$ cat src/rtl/dlx_pkg.sv
// Shared DLX pipeline definitions: branch/jump opcodes and the hazard FSM state type.
package dlx_pkg;

    localparam logic [5:0] OP_BEQ  = 6'h04;
    localparam logic [5:0] OP_BNEZ = 6'h05;
    localparam logic [5:0] OP_J    = 6'h02;
    localparam logic [5:0] OP_JR   = 6'h12;

    typedef enum logic [1:0] {
        RUN      = 2'd0,
        STALL    = 2'd1,
        REDIRECT = 2'd2
    } state_t;

    // Saturating 16-bit event counter step.
    function automatic logic [15:0] sat_inc(input logic [15:0] v);
        return (v == 16'hFFFF) ? v : v + 16'd1;
    endfunction

    function automatic logic is_cti_op(input logic [5:0] op);
        return (op == OP_BEQ) || (op == OP_BNEZ) || (op == OP_J) || (op == OP_JR);
    endfunction

endpackage

$ cat src/rtl/hazard_cmp.sv
// Register-compare logic between the EX destination and the ID sources;
// produces the number of bubble cycles the ID instruction needs.
module hazard_cmp (
    input  logic       ex_memread,
    input  logic       ex_regwrite,
    input  logic [4:0] ex_rd,
    input  logic [4:0] id_rs1,
    input  logic [4:0] id_rs2,
    input  logic       id_uses_rs2,
    input  logic       id_branch,
    input  logic       id_branch_ne,
    input  logic       id_jr,
    output logic [1:0] stall_len
);

    logic dep1;
    logic dep2;
    logic is_cti;

    assign dep1   = (ex_rd != 5'd0) && (ex_rd == id_rs1);
    assign dep2   = id_uses_rs2 && (ex_rd != 5'd0) && (ex_rd == id_rs2);
    assign is_cti = id_branch | id_branch_ne | id_jr;

    // ID-stage compare needs the load data, which arrives one cycle later than for ALU ops.
    always_comb begin
        stall_len = 2'd0;
        if (ex_memread && dep1 && is_cti) begin
            stall_len = 2'd2;
        end else if (ex_memread && (dep1 || dep2)) begin
            stall_len = 2'd1;
        end else if (ex_regwrite && !ex_memread && dep1 && is_cti) begin
            stall_len = 2'd1;
        end
    end

endmodule

$ cat src/rtl/hazard_ctrl.sv
// Hazard controller: stalls ID on data hazards and issues one-cycle redirect
// pulses for taken branches/jumps, with saturating event counters.
//
// state    | meaning
// RUN      | evaluate ID instruction for stall / taken
// STALL    | holding pipeline; counter>0 bubbles, counter==0 re-evaluates ID
// REDIRECT | check pulse active, ID instruction is flushed and ignored
module hazard_ctrl
    import dlx_pkg::*;
(
    input  logic        clk,
    input  logic        reset,
    input  logic        id_valid,
    input  logic        id_branch,
    input  logic        id_branch_ne,
    input  logic        id_jump,
    input  logic        id_jr,
    input  logic        id_uses_rs2,
    input  logic        id_cmp_eq,
    input  logic [4:0]  id_rs1,
    input  logic [4:0]  id_rs2,
    input  logic        ex_memread,
    input  logic        ex_regwrite,
    input  logic [4:0]  ex_rd,
    output logic        branchCheck,
    output logic        JumpCheck,
    output logic        JRCheck,
    output logic        pc_write,
    output logic        ifid_write,
    output logic        bubble,
    output logic [15:0] stall_cnt,
    output logic [15:0] redirect_cnt
);

    state_t      state_q, state_d;
    logic [1:0]  cnt_q, cnt_d;
    logic [2:0]  chk_q, chk_d;  // {jr, jump, branch}
    logic [1:0]  stall_len;
    logic        stall;
    logic        eval;
    logic        taken;
    logic [15:0] stall_cnt_q;
    logic [15:0] redirect_cnt_q;

    hazard_cmp u_cmp (
        .ex_memread   (ex_memread),
        .ex_regwrite  (ex_regwrite),
        .ex_rd        (ex_rd),
        .id_rs1       (id_rs1),
        .id_rs2       (id_rs2),
        .id_uses_rs2  (id_uses_rs2),
        .id_branch    (id_branch),
        .id_branch_ne (id_branch_ne),
        .id_jr        (id_jr),
        .stall_len    (stall_len)
    );

    assign taken = id_valid && ((id_branch && id_cmp_eq) || (id_branch_ne && !id_cmp_eq)
                                || id_jump || id_jr);

    always_comb begin
        state_d = state_q;
        cnt_d   = cnt_q;
        chk_d   = 3'b000;
        stall   = 1'b0;
        eval    = 1'b0;
        case (state_q)
            RUN:      eval = 1'b1;
            STALL: begin
                if (cnt_q != 2'd0) begin
                    stall = 1'b1;
                    cnt_d = cnt_q - 2'd1;
                end else begin
                    eval = 1'b1;
                end
            end
            REDIRECT: state_d = RUN;
            default:  state_d = RUN;
        endcase
        // Final stall cycle doubles as the RUN cycle that re-evaluates the held instruction.
        if (eval) begin
            state_d = RUN;
            if (id_valid && (stall_len != 2'd0)) begin
                stall   = 1'b1;
                state_d = STALL;
                cnt_d   = stall_len - 2'd1;
            end else if (taken) begin
                state_d = REDIRECT;
                if (id_jr) begin
                    chk_d = 3'b100;
                end else if (id_jump) begin
                    chk_d = 3'b010;
                end else begin
                    chk_d = 3'b001;
                end
            end
        end
    end

    always_ff @(posedge clk) begin
        if (reset) begin
            state_q        <= RUN;
            cnt_q          <= 2'd0;
            chk_q          <= 3'b000;
            stall_cnt_q    <= 16'd0;
            redirect_cnt_q <= 16'd0;
        end else begin
            state_q <= state_d;
            cnt_q   <= cnt_d;
            chk_q   <= chk_d;
            if (stall) begin
                stall_cnt_q <= sat_inc(stall_cnt_q);
            end
            if (chk_q != 3'b000) begin
                redirect_cnt_q <= sat_inc(redirect_cnt_q);
            end
        end
    end

    assign bubble       = stall && !reset;
    assign pc_write     = !bubble;
    assign ifid_write   = !bubble;
    assign branchCheck  = chk_q[0] && !reset;
    assign JumpCheck    = chk_q[1] && !reset;
    assign JRCheck      = chk_q[2] && !reset;
    assign stall_cnt    = stall_cnt_q;
    assign redirect_cnt = redirect_cnt_q;

endmodule

$ cat config.mk
export PLATFORM = sky130hd
export DESIGN_NAME = hazard_ctrl
export DESIGN_NICKNAME = d
export VERILOG_FILES = /design/src/rtl/dlx_pkg.sv /design/src/rtl/hazard_cmp.sv /design/src/rtl/hazard_ctrl.sv
export SDC_FILE = /design/constraint.sdc
export NUM_CORES = 1
export LEC_CHECK = 0
export ABC_AREA = 1
export CORE_MARGIN = 2
export CORE_UTILIZATION = 45
export CTS_CLUSTER_SIZE = 28
export DETAILED_ROUTE_END_ITERATION = 12
export HOLD_SLACK_MARGIN = 0.05
export PLACE_DENSITY = 0.81
export SKIP_CTS_REPAIR_TIMING = 1
export SYNTH_ARGS = -nofsm -noshare
export SYNTH_HDL_FRONTEND = slang
export SYNTH_HIERARCHICAL = 1
export SYNTH_SLANG_ARGS = --single-unit
export TNS_END_PERCENT = 20
$ cat constraint.sdc
create_clock -name clk -period 2.5 [get_ports clk]
set_clock_uncertainty 0.2 [all_clocks]
set_input_delay 0.5 -clock clk [delete_from_list [all_inputs] [get_ports clk]]
set_output_delay 0.5 -clock clk [all_outputs]
set_load 0.01 [all_outputs]
# == Yosys cells after proc, flatten, opt, wreduce, memory -nomap -nowiden ==
# Index checks and enable logic that the tools add are counted.
# word_totals
inputBits,26
wordCells,76
output_inout_bits,38
ff_bits,39
# classes
bitwise_logic,6
reduce_logical,35
n_eq_ne,6
mux,19
n_addsub,4
# ops
op,count
$add 16x1->16 const B,2
$eq 16x16->1 const B,2
$mux 2,11
$logic_and 1x1->1,17
$eq 5x5->1,2
$mux 1,6
$reduce_bool 5->1,1
$reduce_or 5->1,1
$logic_not 1->1,4
$logic_or 1x1->1,4
$not 1->1,4
$reduce_and 2->1,2
$reduce_bool 2->1,2
$reduce_or 4->1,1
$sub 2x1->2 const B,2
$mux 3,1
$reduce_bool 3->1,1
$eq 2x1->1 const B,1
$logic_not 2->1,1
$ne 2x1->1 const B,1
$or 1x1->1,2
$pmux 1 s2,1
$reduce_or 2->1,1

# == Logic depth before layout (Yosys ltp) ==
# Gate-level depths: netlist of run 1.
# logic_depth
depth_word,13
depth_mapped,18
mapped_depth_nobuf,18

# == By module ==
# Netlist of run 1, hierarchy kept.
# modules_own_cells
module,n_inst,seq_area_each_um2,cells_each,area_per_inst_um2
hazard_ctrl,1,780.7,356,2328.5
hazard_cmp,1,0.0,72,297.8

# == Worst setup path before layout of run 1 ==
# Ideal clock, no wire load.
# synth_path
path_kind,input to output
from,input port ex_rd[3]
to,output port pc_write
setup_slack_ns,-0.291
n_path_buf,1
path_stages,15
arrival_time_ns,2.091
t_required_ns,1.800
path_cell_list,inv_1 -> nand2_1 -> nand2_1 -> nor2_1 -> nand3b_1 -> nand2_1 -> nand2_1 -> a21oi_2 -> inv_1 -> ha_1 -> nor2_2 -> o21ai_1 -> nor2_1 -> inv_1 -> buf_4
# synth_via
elab_chain_cells,13
word_cells_on_any_way,21
cone_classes,2 x eq/ne; 5 x mux; 14 x reduce/logical
# synth_rtl
item,line,rtl
start: declaration,hazard_ctrl.sv:24,"input logic [4:0] ex_rd,"
$eq 5x5->1 / $reduce_bool 5->1 (equally long branches),"hazard_cmp.sv:20, hazard_cmp.sv:21",
"$logic_and 1x1->1, on equally long branches","hazard_cmp.sv:20, hazard_cmp.sv:21",
"$logic_and 1x1->1, on equally long branches","hazard_cmp.sv:31, hazard_cmp.sv:21",
$logic_and 1x1->1 / $logic_or 1x1->1 (equally long branches),"hazard_cmp.sv:31, hazard_cmp.sv:29",
$mux 1 / $logic_and 1x1->1 (equally long branches),"hazard_cmp.sv:31, hazard_cmp.sv:29",
$mux 2,hazard_cmp.sv:29,end else if (ex_memread && (dep1 || dep2)) begin
$mux 2 *,hazard_cmp.sv:27,if (ex_memread && dep1 && is_cti) begin
via stall_len[0],hazard_ctrl.sv:38,logic [1:0] stall_len;
$reduce_bool 2->1 *,hazard_ctrl.sv:83,if (id_valid && (stall_len != 2'd0)) begin
$logic_and 1x1->1 *,hazard_ctrl.sv:83,
$mux 1 *,hazard_ctrl.sv:83,
$mux 1 *,hazard_ctrl.sv:81,if (eval) begin
$logic_and 1x1->1 *,hazard_ctrl.sv:120,assign bubble = stall && !reset;
via bubble,hazard_ctrl.sv:30,"output logic bubble,"
$logic_not 1->1 *,--,
end: declaration,hazard_ctrl.sv:28,"output logic pc_write,"
# The timed path passes the listed nets; every way through them passes the cells marked *.

# == Worst setup path in the final report of run 1 ==
# layout_path
from,input port ex_regwrite
to,output port pc_write
# layout_via
elab_chain_cells,12
# layout_rtl
item,line,rtl
start: declaration,hazard_ctrl.sv:23,"input logic ex_regwrite,"
$logic_and 1x1->1 (3 in series),hazard_cmp.sv:31,end else if (ex_regwrite && !ex_memread && dep1 && is_cti) begin
$mux 1,hazard_cmp.sv:31,
$mux 2,hazard_cmp.sv:29,
$mux 2,hazard_cmp.sv:27,
via stall_len[0],hazard_ctrl.sv:38,
$reduce_bool 2->1,hazard_ctrl.sv:83,
$logic_and 1x1->1,hazard_ctrl.sv:83,
$mux 1,hazard_ctrl.sv:83,
$mux 1,hazard_ctrl.sv:81,
$logic_and 1x1->1,hazard_ctrl.sv:120,
$logic_not 1->1,hazard_ctrl.sv:121,assign pc_write = !bubble;
# The timed path passes the listed nets, and every way through them passes these cells.

==> impl_metrics.tcl, run 1 <==
set metrics [dict create \
    cap_violations 0 \
    cp_top_family "buffers and inverters" \
    antennaDiodeCount 0 \
    place_area_um2 3373 \
    die_area_um2 6463 \
    io_buffers 63 \
    gr-total-overflow 0 \
    ff2ff_setup_slack_ps 540 \
    hpwl_um 4736 \
    final_cell_mix "134 x nand2_1, 62 x nor2_1, 42 x inv_1" \
    antenna_found_initial 0 \
    cts.sinks 39 \
    postRouteWirelength_um 6350 \
    slew_viol_final 0 \
    powerDensity_nw_per_um2 401.2 \
    hp-start "id_jr" \
    r2r_end "stall_cnt[6]" \
    grtUsageTotal 0.2083 \
    fin_area_um2 3635 \
    p_leak_nw 1.460 \
    finalWorstSetupSlack_ps -137.1 \
    post-route-drc-count 0 \
    htree_levels 2 \
    worstPathMaxFanout 2 \
    final_util 0.6521 \
    slew_headroom 0.6475 \
    worst-path-buf-inv 4 \
    synth_warnings 6 \
    final_common_cell "nand2_1" \
    postSynthCellCount 428 \
    wl_per_cell_um 11.01 \
    max_slew.worst_pin.slew_ps 524.6 \
    worstPathRequired_ps 1800 \
    status "complete, but fails checks" \
    drtPass1Iterations 4 \
    synth_area_um2 2626 \
    setup_violations 3 \
    finalCritPeriodShare 1.055 \
    grt_pass1_wl_um 10810 \
    clockBufferDepth 2 \
    nets 533 \
    fmax_mhz 379.2 \
    drt_iter0_markers 148 \
    holdPathStages 3 \
    ctsRootBufferMaster "clkbuf_8" \
    rsz0062_at_grt "yes" \
    syn_avg_cell_area_um2 6.136 \
    crit_cells 10 \
    antenna_left 0 \
    syn_nets 457 \
    clkLatencyLatePin_ps 300 \
    synth-seq-cells 39 \
    die_h_um 80.40 \
    yosysSeqAreaShare 0.2973 \
    grt_start_max_net_pins 26 \
    slowest_delay_ps 460 \
    via_per_inst 4.913 \
    ios 64 \
    cp_slowest_cell "clkdlybuf4s50_1" \
    initial_core_util 0.4712 \
    crit_top_cell "nor2_4" \
    timing.rr.start "stall_cnt[0]" \
    crit_path_end_kind "primary output" \
    cts_buffers 5 \
    num_rows 27 \
    cp-start-kind "input port" \
    arrival_ps 1940 \
    coreArea_um2 5574 \
    finalHoldViolCount 0 \
    hold-path-endpoint "chk_q[0]" \
    area_growth_pct 38.40 \
    path_class "input port to primary output" \
    grt_pass1_vias 2588 \
    cts_tree "done" \
    die_w_um 80.40 \
    route.vias.total 2835 \
    failed_checks "setup timing" \
    routabilityCongestion 0.8925 \
    clk_pin_slew_ps 70 \
    yosysUniqueCellTypes 28 \
    peakVddDrop_mv 0.2439 \
    reg2reg_depth 10 \
    fin_crit_ps 2637 \
    min_path_type "input port to flip-flop" \
    critical_path.cell_chain "clkdlybuf4s50_1, nand4_1, a21oi_2, inv_1, ha_2, nor2_4, o21ai_4, nor2_4, inv_2, buf_6" \
    report.power.total_mw 1.458 \
    drive_gt1_frac 0.1881 \
]
## cell families (layout without fill, tap and decap cells)
kind of cell,Yosys count,in the layout,share of synthesized area
xor+xnor,14,14,0.04669
flops,39,39,0.2973
fa+ha+maj,3,3,0.01429
compound gates,42,42,0.1005
buf+inv,63,140,0.1029
simple gates,267,267,0.4383
## power breakdown
part           internal, mW  total [mW]  leakage, nW  switching (mW)
Sequential            0.629       0.640        0.315          0.0104
Clock                 0.399       0.624       0.0654           0.225
Combinational        0.0934       0.194         1.08           0.101
## metrics by stage
stage	std cells	setup TNS (ps)	hold slack, ps	setup slack [ps]
after floorplan	428	-6.858	269.5	-6.858
after global placement	563	-12350	294.6	-896.2
after detailed placement	563	-13480	315.0	-979.1
after CTS	571	-6860	326.2	-978.1
after global routing	577	-1051	343.7	-274.7
final	577	-386.8	318.0	-137.1
## metal layers
metal	track usage	wire, um
met3	0.04270	305
met5	0	0
met1	0.2385	2690
met2	0.3792	3236
met4	0.07458	117
## area by class of cell
cell class / count / area, um2
inverters: 54 / 210.2
repair buffers: 78 / 762.0
well taps: 72 / 90.09
clock inverters: 2 / 60.06
flip-flops and latches: 39 / 780.7
clock buffers: 6 / 72.57
fillers: 522 / 1939
multi-input cells: 326 / 1659
## tightest hold or removal path, stage by stage
cell,delay (ps)
dlymetal6s2s_1,100
buf_4,130
nor3_1,40
## worst max-delay path by stage
| stage | startpoint | end | slack [ps] |
|---|---|---|---|
| floorplan | ex_rd[2] | pc_write | -7 |
| global placement | ex_rd[2] | ifid_write | -900 |
| detailed placement | ex_rd[2] | pc_write | -980 |
| CTS | ex_rd[2] | pc_write | -980 |
| global route | ex_rd[2] | pc_write | -270 |
| finish | ex_regwrite | pc_write | -140 |
## flip-flops by register name (all words and copies together), names as in the netlist
register      count
chk_q             3
state_q           2
stall_cnt        16
cnt_q             2
redirect_cnt     16
## cells in the mapped netlist, drive strengths merged
library cell | number | area share
o21ai | 9 | 0.017
buf | 5 | 0.020
ha | 3 | 0.014
nor3b | 1 | 0.0029
o211ai | 1 | 0.0029
clkbuf | 4 | 0.0057
o21bai | 1 | 0.0071
dfxtp | 39 | 0.30
nand2 | 150 | 0.22
and2 | 1 | 0.0029
a21oi | 31 | 0.073
xor2 | 8 | 0.027
nor2 | 75 | 0.13
nand4 | 15 | 0.036
nand3b | 1 | 0.0029
nand3 | 20 | 0.038
nor3 | 4 | 0.0076
xnor2 | 6 | 0.020
clkinv | 2 | 0.0029
inv | 52 | 0.074
(Power assumes the default switching activity.)
==> inputs of run 2 (changes only) <==
--- a/config.mk
+++ b/config.mk
@@ -8,6 +8,7 @@
 export ABC_AREA = 1
 export CORE_MARGIN = 2
 export CORE_UTILIZATION = 45
+export CTS_CLUSTER_DIAMETER = 30
 export CTS_CLUSTER_SIZE = 28
 export DETAILED_ROUTE_END_ITERATION = 12
 export HOLD_SLACK_MARGIN = 0.05
==> results of run 2 <==
Final layout, timing and power as in run 1 (identical DEF).
==> patch 1, RTL diff (config.mk and constraints of run 2) <==
Put one more register stage on the output `redirect_cnt`. The value now appears one clock later. The other outputs are not delayed to match.
--- a/src/rtl/hazard_ctrl.sv
+++ b/src/rtl/hazard_ctrl.sv
@@ -126,3 +126,5 @@
     assign stall_cnt    = stall_cnt_q;
-    assign redirect_cnt = redirect_cnt_q;
+    always_ff @(posedge clk) begin
+        redirect_cnt <= redirect_cnt_q;
+    end
 
Behaviour: not the same (a bounded check fails within 4 cycles, from zero or initial values and one cycle with reset high).
==> patch 1 against run 2 <==
  * The run still ends with setup timing left
  * Worst setup slack improved by 0.014 ns
  * Sequential cell count rose by 16
  * Critical endpoint is now ifid_write
  * Power rose by 6.9%
  * Wire length rose by 5.9%
  * Area after synthesis rose by 11%
  * Design area rose by 6.3%
  * Maximum frequency rose by 0.53%
==> patch 1: results (changes against run 2) <==
| Metric | Value |
|---|---|
| Wire length of the first global-routing pass | 11100 um (+2.9%) |
| Met2 WL post-DR | 3310 um (+2.3%) |
| Part of the total power dissipated in combinational logic | 12.5% (-0.8 points) |
| Total setup violations reported at the end of the flow | 3 (unchanged) |
| Non-clock inverter count | 60 (+11%) |
| Count of placed standard cells in the final layout, fillers left out | 594 (+2.9%) |
| Transition at the pin with the smallest max-transition slack | 0.588 ns (+0.0633 ns) |
| Adder and majority gate portion of the synthesized area | 1.29% (-0.14 points) |
| Worst hold path cell count | 0 (-3) |
| Met1 Usage GRT | 21.6% (-2.3 points) |
| Sequential fraction of total cell area | 28.5% (+7.0 points) |
| Hold-critical path endpoint | redirect_cnt[14] |
| Worst reg-to-reg setup slack | 0.48 ns (-0.06 ns) |
| Highest ir drop seen on vdd | 0.284 mV (+17%) |
| Crit path capture | ifid_write |
| Detailed placement HPWL | 4920 um (+4.0%) |
| Number of vias after detailed routing | 2959 (+4.4%) |
| Net count after synthesis | 476 (+4.2%) |
| Max Fanout on Critical Path | 4 (+2) |
| Fraction of final layout cells sized beyond drive strength 1 | 17.0% (-1.8 points) |
| Met3 capacity usage during global routing | 4.13% (-0.14 points) |
| Area of the multi-input gates | 1620 um^2 (-2.6%) |
| Synth area leaders | sky130_fd_sc_hd__dfxtp_1 (38%), sky130_fd_sc_hd__nand2_1 (19%), sky130_fd_sc_hd__nor2_1 (8.7%) |
| Top cells by instance count after synthesis | sky130_fd_sc_hd__nand2_1 (145), sky130_fd_sc_hd__nor2_1 (67), sky130_fd_sc_hd__inv_1 (58) |
| Setup slack after layout | -0.123 ns (+0.0138 ns) |
| Count of cells along the worst register-to-register path | 7 (-3) |
| Share of the yosys chip area belonging to registers | 37.9% (+8.2 points) |
| GR Util met2 | 32.6% (-5.3 points) |
| Multi-input gates | 323 (-0.92%) |
| Xor and xnor area share after synthesis | 3.32% (-1.4 points) |
| CTS clk-pin slew, worst paths | 0.09 ns (+0.02 ns) |
| Worst slack at placement | -0.983 ns (-0.00352 ns) |
| Share of the core filled with cells in the final layout | 61.2% (-4.0 points) |
| Status | finished with violations |
| Stage delay of the slowest cell on the critical path | 0.16 ns (-0.30 ns) |
| Number of global-route vias before repair | 2666 (+3.0%) |
| Net switching power figure | 384 uW (+14%) |
| Launch instance of the worst min-delay path | redirect_cnt_q[14] |
| Cell with the biggest individual delay on the critical path | sky130_fd_sc_hd__ha_4 |
| Number of fill cells in the layout | 575 (+10%) |
| Cell area after placement | 3670 um^2 (+8.8%) |
| Inst Count DP | 585 (+3.9%) |
| Final estimated routing congestion in global placement | 0.822 (-7.9%) |
| Worst reg2reg path startpoint | redirect_cnt_q[0] |
| Drt initial violations | 149 (+0.68%) |
| Violations in the final reports | setup timing |
| Clock network power | 469 uW (-25%) |
| Compound-gate portion of the synthesized area | 8.66% (-1.4 points) |
| Routed met1 length | 2940 um (+9.4%) |
==> patch 1: changes by cell type after synthesis, moves of 2 or more <==
cell | run 2 | this run
sky130_fd_sc_hd__a21oi_1 | 21 | 18
sky130_fd_sc_hd__buf_4 | 1 | 3
sky130_fd_sc_hd__buf_6 | 4 | 0
sky130_fd_sc_hd__clkinv_1 | 2 | 0
sky130_fd_sc_hd__dfxtp_1 | 39 | 55
sky130_fd_sc_hd__inv_1 | 51 | 58
sky130_fd_sc_hd__nand2_2 | 5 | 3
sky130_fd_sc_hd__nand3b_1 | 1 | 5
sky130_fd_sc_hd__nand4_1 | 15 | 12
sky130_fd_sc_hd__nor2_1 | 65 | 67
sky130_fd_sc_hd__nor2_4 | 5 | 3
sky130_fd_sc_hd__o21ai_0 | 8 | 11
sky130_fd_sc_hd__xnor2_1 | 6 | 4
==> patch 2, RTL diff (settings of run 2) <==
Made on the original files. The 3 states of `state_t` get a one-hot encoding in 3 bits.
--- a/src/rtl/dlx_pkg.sv
+++ b/src/rtl/dlx_pkg.sv
@@ -8,6 +8,6 @@
 
-    typedef enum logic [1:0] {
-        RUN      = 2'd0,
-        STALL    = 2'd1,
-        REDIRECT = 2'd2
+    typedef enum logic [2:0] {
+        RUN      = 3'b001,
+        STALL    = 3'b010,
+        REDIRECT = 3'b100
     } state_t;
Check against the original RTL: no difference found for any inputs over 10 cycles, from zero or initial values and one cycle with reset high; not proved beyond that.
==> patch 2 against run 2 <==
  * The flow still finishes with violations (setup timing)
  * Non-clock buffer count increased by 1
  * Clock power decreased by 8.8%
  * Highest routed layer unchanged
  * Power decreased by 2.4%
  * Worst setup slack got worse by 0.018 ns
  * Wire length increased by 8.8%
  * Sequential power increased by 2%
  * Area after synthesis decreased by 0.52%
  * Design area increased by 0.48%
  * Synthesized cell count decreased by 0.70%
  * Sequential cell count increased by 1
  * Sequential share of layout area increased by 0.45 points
  * Global-route usage increased by 0.28 points
==> patch 2: results (changes against run 2) <==
| Metric | Value |
|---|---|
| Detailed placement HPWL | 4930 um (+4.1%) |
| Number of vias after detailed routing | 2862 (+0.95%) |
| Status | finished with violations |
| H-Tree Depth | 2 (unchanged) |
| Number of global-route vias before repair | 2600 (+0.46%) |
| Transition at the pin with the smallest max-transition slack | 0.534 ns (+0.00907 ns) |
| Synth area leaders | sky130_fd_sc_hd__dfxtp_1 (31%), sky130_fd_sc_hd__nand2_1 (18%), sky130_fd_sc_hd__nor2_1 (9.2%) |
| Number of fill cells in the layout | 509 (-2.5%) |
| Net count, final | 531 (-0.38%) |
| Cell area after placement | 3390 um^2 (+0.52%) |
| Total setup violations reported at the end of the flow | 3 (unchanged) |
| Drt initial violations | 122 (-18%) |
| Leakage power | 1.66 nW (+14%) |
| Highest ir drop seen on vdd | 0.253 mV (+3.9%) |
| 1st-pass router iterations | 4 (unchanged) |
| Top Family by Delay on Critical Path | simple AND/OR/NAND/NOR gates |
| Violations in the final reports | setup timing |
| Net count after synthesis | 454 (-0.66%) |
| Wire length of the first global-routing pass | 11100 um (+2.7%) |
| Xor and xnor area share after synthesis | 3.02% (-1.7 points) |
| Stage delay of the slowest cell on the critical path | 0.19 ns (-0.27 ns) |
| Share of cell area taken by muxes after synthesis | 0% (unchanged) |
| Final hold violation count | 0 (unchanged) |
| Cell with the biggest individual delay on the critical path | sky130_fd_sc_hd__ha_2 |
| Share of the yosys chip area belonging to registers | 30.7% (+0.92 points) |
| Compound-gate portion of the synthesized area | 8.43% (-1.6 points) |
| Post-DR wirelength/cell | 12.0 um (+9.1%) |
| Final estimated routing congestion in global placement | 0.845 (-5.3%) |
| Total Negative Setup Slacks | -0.459 ns (-0.0723 ns) |
| Post-synth cell types | 30 (+7.1%) |
| Fraction of final layout cells sized beyond drive strength 1 | 18.9% (+0.075 points) |
| Type of the most critical hold path | register to register |
| Setup slack after layout | -0.155 ns (-0.0178 ns) |
| Remaining global-route overflow | 0 (unchanged) |
| Gr usage total | 21.1% (+0.28 points) |
| Maximum number of pins on one net before global-route repair | 20 (-23%) |
| Max Fanout on Critical Path | 4 (+2) |
| Top cells by instance count after synthesis | sky130_fd_sc_hd__nand2_1 (126), sky130_fd_sc_hd__nor2_1 (64), sky130_fd_sc_hd__inv_1 (63) |
-- patch 2: cells by family (layout without fill, tap and decap cells) --
family / Yosys count / count (layout)
compound gates: 35 / 35
flops: 40 / 40
fa+ha+maj: 3 / 3
simple gates: 265 / 265
xor+xnor: 9 / 9
buf+inv: 73 / 151
-- patch 2: final timing paths --
check	startpoint	slack (ns)	cells past startpoint	end
max	ex_rd[4]	-0.15	16	bubble
min reg2reg	redirect_cnt[4]	0.30	2	redirect_cnt[4]
max reg2reg	stall_cnt[1]	0.40	10	stall_cnt[0]
min	redirect_cnt[4]	0.30	2	redirect_cnt[4]
-- patch 2: stage by stage --
stage | utilization [%] | hold WS (ns) | setup WS (ns) | std cells
2_1_floorplan | - | 0.257 | 0.00912 | 425
3_3_place_gp | 61.2 | 0.269 | -0.937 | 563
3_5_place_dp | 61.2 | 0.284 | -1.01 | 563
4_1_cts | 63.4 | 0.301 | -1.02 | 571
5_1_grt | 65.9 | 0.341 | -0.253 | 575
6_report | 65.9 | 0.303 | -0.155 | 575
-- patch 2: cell type report --
type,count,area (um^2),area share [%]
Timing Repair Buffer,79,778,21.3
Inverter,64,250,6.85
Tap cell,72,90.1,2.47
Clock inverter,2,38.8,1.06
Clock buffer,6,82.6,2.26
Multi-Input combinational cell,312,1610,44.1
Sequential cell,40,801,21.9
-- patch 2: where the power goes --
part	internal (mW)	total, mW	switching, mW
logic	0.0929	0.201	0.108
registers	0.646	0.653	0.00708
clock network	0.327	0.569	0.242
total	1.07	1.42	0.358
-- patch 2: tightest hold or removal path, delay by kind of cell, from the launching register on --
kind,cells,cell delay [ns]
DFF,1,0.35
buffers and inverters,1,0.06
AOI/OAI and AO/OA,1,0.05
-- patch 2: metal layers --
| layer | part of all wire, % | wire [um] | global-route usage, % | vias up |
|---|---|---|---|---|
| met5 | 0 | 0 | 0 | - |
| met4 | 1.0 | 72 | 6.78 | 0 |
| met3 | 4.3 | 294 | 3.93 | 6 |
| met2 | 50 | 3420 | 35.0 | 71 |
| met1 | 45 | 3120 | 27.6 | 1306 |
| li1 | - | - | - | 1479 |
